===== config.mk =====
export PLATFORM = sky130hd
export DESIGN_NAME = crc_fcs_delay
export DESIGN_NICKNAME = d
export VERILOG_FILES = /design/src/rtl/crc_pkg.sv /design/src/rtl/crc_fcs_delay.sv
export SDC_FILE = /design/constraint.sdc
export NUM_CORES = 1
export LEC_CHECK = 0
export CAP_MARGIN = 10
export CORE_MARGIN = 2
export CORE_UTILIZATION = 45
export DETAILED_ROUTE_END_ITERATION = 6
export PLACE_DENSITY = 0.82
export SLEW_MARGIN = 20
export SYNTH_ARGS = -nofsm -noshare
export SYNTH_HDL_FRONTEND = slang
export SYNTH_SLANG_ARGS = --single-unit

===== constraint.sdc =====
create_clock -name clock -period 1.83 [get_ports clock]
set_input_delay 0.366 -clock clock [delete_from_list [all_inputs] [get_ports clock]]
set_output_delay 0.366 -clock clock [all_outputs]
set_load 0.01 [all_outputs]

===== src/rtl/crc_pkg.sv =====
// Shared types and constants for the CRC32 frame checker.
package crc_pkg;

    localparam int CRC_W     = 32;
    localparam int FCS_BYTES = 4;

    typedef enum logic [2:0] {
        ST_IDLE,
        ST_FILL,
        ST_RUN,
        ST_CHECK,
        ST_REPORT
    } state_t;

    // Length travels alongside in the top because its width is a top parameter.
    typedef struct packed {
        logic ok;
        logic runt;
        logic abort;
    } res_flags_t;

endpackage


===== src/rtl/crc_fcs_delay.sv =====
// Four-byte delay line that holds back the trailing FCS; the byte falling off
// the far end is a payload byte once the line has been filled.
module crc_fcs_delay
    import crc_pkg::*;
(
    input  logic             clock,
    input  logic             resetn,
    input  logic             shift_en,
    input  logic             flush,
    input  logic [7:0]       din,
    output logic [7:0]       dout,
    output logic             dout_valid,
    output logic [CRC_W-1:0] fcs
);

    // Element 0 is the newest byte, element FCS_BYTES-1 the oldest.
    logic [FCS_BYTES-1:0][7:0] dl_q;
    logic [2:0]                cnt_q;

    always_ff @(posedge clock or negedge resetn) begin
        if (!resetn) begin
            dl_q  <= '0;
            cnt_q <= '0;
        end else if (shift_en) begin
            dl_q <= {dl_q[FCS_BYTES-2:0], din};
            if (flush)
                cnt_q <= 3'd1;
            else if (cnt_q != 3'(FCS_BYTES))
                cnt_q <= cnt_q + 3'd1;
        end
    end

    assign dout       = dl_q[FCS_BYTES-1];
    assign dout_valid = shift_en && !flush && (cnt_q == 3'(FCS_BYTES));
    assign fcs        = dl_q;

endmodule


; ---- Word level (Yosys, flattened, before mapping)
; Index checks and enable logic that the tools add are counted.
[word_totals]
ff_bits = 35
in_bits = 12
output_inout_bits = 41
[classes]
add_sub_neg = 1
n_eq_ne = 2
mux = 2
reduce_logical = 5
[ops]
columns = cell, count
row1 = $mux W3, 2
row2 = $add A3 B1 Y3 const B, 1
row3 = $eq A3 B3 Y1 const B, 1
row4 = $ne A3 B3 Y1 const B, 1
row5 = $logic_and A1 B1 Y1, 2
row6 = $reduce_and A2 Y1, 1
row7 = $reduce_bool A2 Y1, 1
row8 = $logic_not A1 Y1, 1

; ---- Longest topological paths before layout
; Gate-level depths: netlist of run 1.
[depth]
depth_word = 3
ltp_mapped = 5
ltp_nobuf = 5

; ---- Worst setup path after synthesis of run 1
; Ideal clock, no wire load.
[synth_path]
path_type = flip-flop to output port
from = register cnt_q[0]
to = output port dout_valid
arrival_time_ns = 0.877
required_ns = 1.464
path_slack_ns = 0.587
path_stages_with_launch = 5
n_path_buf = 0
path_cell_list = dfrtp_1 > inv_1 > ha_1 > nand2_1 > nor2_1
[synth_via]
elab_chain_cells = 2
[synth_lines]
columns = element, line_no
row1 = "start, declared", crc_fcs_delay.sv:18  ; logic [2:0] cnt_q;
row2 = "start signal, assigned", crc_fcs_delay.sv:29  ; cnt_q <= cnt_q + 3'd1;
row3 = $eq A3 B3 Y1, crc_fcs_delay.sv:34  ; assign dout_valid = shift_en && !flush && (cnt_q == 3'(FCS_BYTES));
row4 = $logic_and A1 B1 Y1, crc_fcs_delay.sv:34
row5 = "end, declared", crc_fcs_delay.sv:12  ; output logic dout_valid,
; No other way between the ends.

; ---- Worst setup path after layout of run 1
; Same ends and word-level chain as after synthesis.

==> run metrics, run 1 <==
clk slew on worst S/H paths 0.11 ns; final hold violations 0; mux share of post-synthesis cell area 0.3004; Chip Height 63.07 µm; Routed Antenna Nets 0; IO Port Bufs 52; Area growth syn-to-layout 32.99%; fin util 0.6258; RSZ-0062 raised after global routing false; DR iter-0 viols 27; Vias/cell 4.859; CP Capture Type output pin; HP Class input pin to async pin; Post-Synth Simple-Gate Area 0.008765; critical path's top delay family flip-flops; Least-Margin Pin Slew 0.7413 ns; post-synthesis cell area roughly 1600 µm²; Placed Cells 182; Clock Latency Late Sink 0.33 ns; Synth Area in Adders 0.01594; worst-path maximum fanout 3; Fillers 273; power per cell area 1030 nW/µm²; Max Fclk 593.3 MHz; I/O pin total 53; die width about 63 µm; critical path type flip-flop to output pin; slowest stage delay, CP 0.41 ns; # hold bufs at CTS 0; Critical-path top delay cell dfrtp_1; crit start category flip-flop; detailed-route via count 933; H-tree depth 2; Starting Density 0.4706; CTS max path bufs 2; Req. time, crit path 1.46 ns; Nets 159; slew margin rel. 0.5058; row cnt 21; Leak 0.9534 nW; core area ~3300 µm²; n_diodes 0; Setup Skew 0.01033 ns; Arrival @ worst endpoint 1.32 ns; total CTS buffers 5; global-route usage over all layers 0.1556; fin crit share 0.9211; crit path cell chain inv_2, ha_2, nand2_1, nor2_1, buf_2; max-cap violations 0; layout cell share with drive strength beyond 1 0.3425; FF+latch count, synth 35; Final Non-Filler Cells 192; Slew Limit Fails 0; Post-DP HPWL around 2.0 mm; largest family of logic cells by synthesized area multiplexers; Mean Syn Cell Area 16.70 µm²; status finished, final reports clean; vias in the first global route 939; initial antenna violation count 0; drt wl/cell 14.71 µm; Synth Area in XOR/XNOR 0; yosys warns 0; gr ovfl total 0; DRC Markers 0; setup violators final 0; Routed WL 2.825 mm; CP Buf/Inv Count 2; complex-gate fraction of the synthesized area 0.02629; clk sinks 35; Final Critical Period 1.686 ns; 1st-pass router iterations 3; wire length of the first global-routing pass about 4.7 mm; GPL Wtd Cong 0.7189; Syn Inst Count between 90 and 100; sequential area share after synthesis 0.5578; VDD IR-drop max 0.5465 mV; Distinct cells, synth 16; Mapped Nets 108; Die Area 3978 µm²; clock root cell clkbuf_4; CTS tree built; largest net degree at the start of global routing 36
## metal layers
metal / wire, µm / global-route usage / up-vias
met4: 19 / 0.05833 / 0
li1: - / - / 416
met5: 0 / 0 / -
met1: 1237 / 0.1974 / 467
met3: 227 / 0.06250 / 2
met2: 1340 / 0.2394 / 48
## layout make-up
class	count	area (µm²)	share of cell area
inverters	3	11.26	0.005392
clock inverters	2	12.51	0.005992
multi-input cells	44	554.3	0.2654
repair buffers	56	535.5	0.2564
clock buffers	6	41.29	0.01977
flip-flops and latches	35	875.8	0.4194
well taps	46	57.56	0.02756
## metrics by stage
stage	total power [W]	setup WS (ns)	hold slack [ns]	setup TNS (ns)	cell area [µm²]
floorplan	0.001406	0.5867	0.07041	0	1570
global placement	0.001729	-0.09149	0.4621	-0.09149	2022
detailed placement	0.001760	-0.1313	0.4811	-0.1313	2022
CTS	0.002181	0.0008329	0.09866	0	2095
global route	0.002267	0.03615	0.1260	0	2088
finish	0.002150	0.1444	0.08661	0	2088
## power by group
group | internal (W) | switching, W | total [W]
Clock | 0.000148 | 0.000251 | 0.000399
Sequential | 0.000909 | 0.000115 | 0.00102
Combinational | 0.000485 | 0.000242 | 0.000727
## placed cells by master, fill, tap and decap left out, types with 2 or more instances in the layout
master	netlist	routed
clkdlybuf4s50_1	0	49
dfrtp_1	35	35
mux2_4	27	27
mux2_2	5	5
clkbuf_4	0	5
buf_4	8	4
a21oi_1	3	3
buf_2	0	3
inv_1	3	2
## Yosys cell counts
cell	n	area, µm²
a21oi_1	3	15.01
a22o_1	1	8.760
a31o_2	1	8.760
buf_12	3	60.06
buf_4	8	60.06
buf_6	1	11.26
dfrtp_1	35	875.8
ha_1	2	25.02
inv_1	3	11.26
mux2_2	5	56.30
mux2_4	27	405.4
mux2i_1	1	10.01
nand2_1	1	3.750
nand2b_1	1	6.260
nor2_1	1	3.750
o21ai_2	1	8.760
## flip-flops by register name, indices dropped and copies added, names as in the netlist
name	cells
cnt_q	3
fcs	24
dout	8
## timing repair
| item | 4_1_cts | 5_1_grt |
|---|---|---|
| buffers inserted | 2 | 0 |
| endpoints found under the setup margin | 1 | 1 |
| pin swaps | 0 | 1 |
| resized for setup | 4 | 2 |
## cell families (layout without fill, tap and decap cells)
logic type	Yosys count	in the layout
AO/OA/AOI/OAI	6	6
adder cells (fa/ha/maj)	2	2
buffers and inverters	15	67
flip-flops	35	35
multiplexers	33	33
AND/OR/NAND/NOR	3	3
## worst paths after layout
path                       slack [ns]  startpoint          to  cells after the start
setup / recovery                 0.14    cnt_q[0]  dout_valid                      5
hold / removal                   0.09      resetn     fcs[12]                      1
setup reg to reg                 0.65    cnt_q[1]    cnt_q[2]                      4
hold reg to reg                  0.54      fcs[0]      fcs[0]                      1
max in group asynchronous        1.27      resetn     fcs[10]                      1
min in group clock               0.48    shift_en    cnt_q[0]                      4
(Power assumes the default switching activity.)
==> run 2: changes to the inputs <==
CAP_MARGIN = not set   (was 10)
CELL_PAD_IN_SITES_DETAIL_PLACEMENT = 2   (was not set)
CELL_PAD_IN_SITES_GLOBAL_PLACEMENT = 2   (was not set)
CORE_UTILIZATION = 33   (was 45)
PLACE_DENSITY = 0.87   (was 0.82)
==> run 2 against run 1 <==
Effect of this change: register-to-register slack about the same; wire length up 22%; sequential power about the same; design area up 1.4%; non-clock buffer count unchanged; critical path depth unchanged; combinational power up 1%; clock skew down 0.0032 ns; sequential share of layout area down 0.57 points; cell count up 3.1%; die area up 34%; count of clock-buffer cells in the layout unchanged.
==> run metrics, run 2 (synthesized netlist as in run 1, its figures left out) <==
status finished, final reports clean (unchanged); Slew Limit Fails 0 (unchanged); layout cell share with drive strength beyond 1 0.3333 (was 0.3425); Setup TNS 0 ns (unchanged); IO Port Bufs 52 (unchanged); worst r2r dst cnt_q[0] (was cnt_q[2]); fin crit share 0.9231 (was 0.9211); Area growth syn-to-layout 34.82% (was 32.99%); Chip Height 72.98 µm (was 63.07 µm); die width 72.98 µm (was 63.07 µm); global-route usage over all layers 0.1415 (was 0.1556); Nets 159 (unchanged); Arrival @ worst endpoint 1.32 ns (about the same); I/O pin total 53 (unchanged); setup violators final 0 (unchanged); crit start category flip-flop (unchanged); vias in the first global route 1033 (was 939); Final Critical Period 1.689 ns (was 1.686 ns); fin util 0.4542 (was 0.6258); gr ovfl total 0 (unchanged); Vias/cell 4.702 (was 4.859); Starting Density 0.3369 (was 0.4706); clk sinks 35 (unchanged); Max Fclk 592.0 MHz (was 593.3 MHz); CP Capture Type output pin (unchanged); Die Area 5326 µm² (was 3978 µm²); most frequent cells in the layout clkdlybuf4s50_1 (49), dfrtp_1 (35), mux2_4 (27), mux2_2 (5), clkbuf_8 (5) (was clkdlybuf4s50_1 (49), dfrtp_1 (35), mux2_4 (27), mux2_2 (5), clkbuf_4 (5)); Least-Margin Pin Slew 0.7936 ns (was 0.7413 ns); DRC Markers 0 (unchanged); max reg flops 24 (unchanged); core area 4661 µm² (was 3337 µm²); CTS tree built (unchanged); Clock Latency Late Sink 0.28 ns (was 0.33 ns); R2R depth 5 (was 4); total CTS buffers 5 (unchanged); worst-path maximum fanout 3 (unchanged); initial antenna violation count 0 (unchanged); final setup margin 0.1407 ns (was 0.1444 ns); detailed-route via count 931 (was 933); final hold violations 0 (unchanged); HP Class input pin to async pin (unchanged); 1st-pass router iterations 4 (was 3); origin of the critical flop-to-flop path cnt_q[0] (was cnt_q[1]); Setup Skew 0.007144 ns (was 0.01033 ns); clk slew on worst S/H paths 0.07 ns (was 0.11 ns); row cnt 25 (was 21); critical path type flip-flop to output pin (unchanged); Setup crit end dout_valid (unchanged); VDD IR-drop max 0.4559 mV (was 0.5465 mV); largest net degree at the start of global routing 36 (unchanged); CTS max path bufs 2 (unchanged); reg2reg setup slack 0.64 ns (was 0.65 ns); most common cell after layout, fill and taps aside clkdlybuf4s50_1 (unchanged); CP startpoint cnt_q[0] (unchanged); Setup WS pre-CTS -0.1802 ns (was -0.1313 ns); wire length of the first global-routing pass 5.526 mm (was 4.678 mm); power per cell area 1071 nW/µm² (was 1030 nW/µm²); Routed WL 3.436 mm (was 2.825 mm); DR iter-0 viols 39 (was 27); n_diodes 0 (unchanged); Req. time, crit path 1.46 ns (about the same); Routed Antenna Nets 0 (unchanged); # hold bufs at CTS 0 (unchanged); Leak 0.9625 nW (was 0.9534 nW); drt wl/cell 17.35 µm (was 14.71 µm); GPL Wtd Cong 0.6219 (was 0.7189); RSZ-0062 raised after global routing false (unchanged); H-tree depth 2 (unchanged); overall power 0.002267 W (was 0.002150 W); clock root cell clkbuf_8 (was clkbuf_4); slew margin rel. 0.4709 (was 0.5058); max-cap violations 0 (unchanged); Post-DP HPWL 2.453 mm (was 2.012 mm)
==> run 2: changes by cell type in the layout (fill, tap and decap cells not counted) <==
cell	previous run	this run
clkbuf_4	5	0
clkbuf_8	0	5
clkinv_2	1	0
clkinvlp_4	1	0
==> run 2: critical path, stage by stage, from the launching register on <==
cell and delay (ns):
dfrtp_1 0.39, inv_2 0.07, ha_2 0.19, nand2_1 0.10
nor2_1 0.14, buf_2 0.15
==> run 2: cell type report <==
class / count / area, µm²
multi-input combinational: 44 / 554.3
fill: 446 / 2544
inverter: 3 / 11.26
clock buffer: 6 / 72.57
tap: 54 / 67.56
sequential: 35 / 875.8
timing repair buffer: 56 / 535.5
==> run 2: what timing repair did <==
item,4_1_cts,5_1_grt
buffers inserted,0,2
endpoints found under the setup margin,1,1
gates resized for setup,4,2
pin swaps,1,1
==> run 2: through the flow <==
step | cells | cell area, µm² | hold slack [ns]
finish | 198 | 2117 | 0.1649
global route | 198 | 2117 | 0.2097
CTS | 196 | 2108 | 0.1968
detailed placement | 190 | 2032 | 0.5095
global placement | 190 | 2032 | 0.4626
floorplan | 94 | 1570 | 0.07041
==> run 2: worst min-delay path by stage <==
stage                start       end  slack, ns  cells after the start
floorplan           resetn  cnt_q[0]       0.07                      0
global placement    resetn  cnt_q[2]       0.46                      1
detailed placement  resetn  cnt_q[2]       0.51                      1
CTS                 resetn  cnt_q[1]       0.20                      1
global route        resetn  cnt_q[2]       0.21                      1
finish              resetn  cnt_q[2]       0.16                      1
==> run 2: per-layer routing <==
metal / wire (µm) / GRT usage
met5: 0 / 0
met4: 65 / 0.05761
met3: 186 / 0.04558
met2: 1834 / 0.2492
met1: 1351 / 0.1561
==> run 2: report_power, final <==
part / leakage, nW / internal (W) / switching (W) / total [W]
registers: 0.413 / 0.000911 / 0.000117 / 0.00103
clock network: 0.0371 / 0.000253 / 0.000249 / 0.000502
logic: 0.513 / 0.000487 / 0.000250 / 0.000737
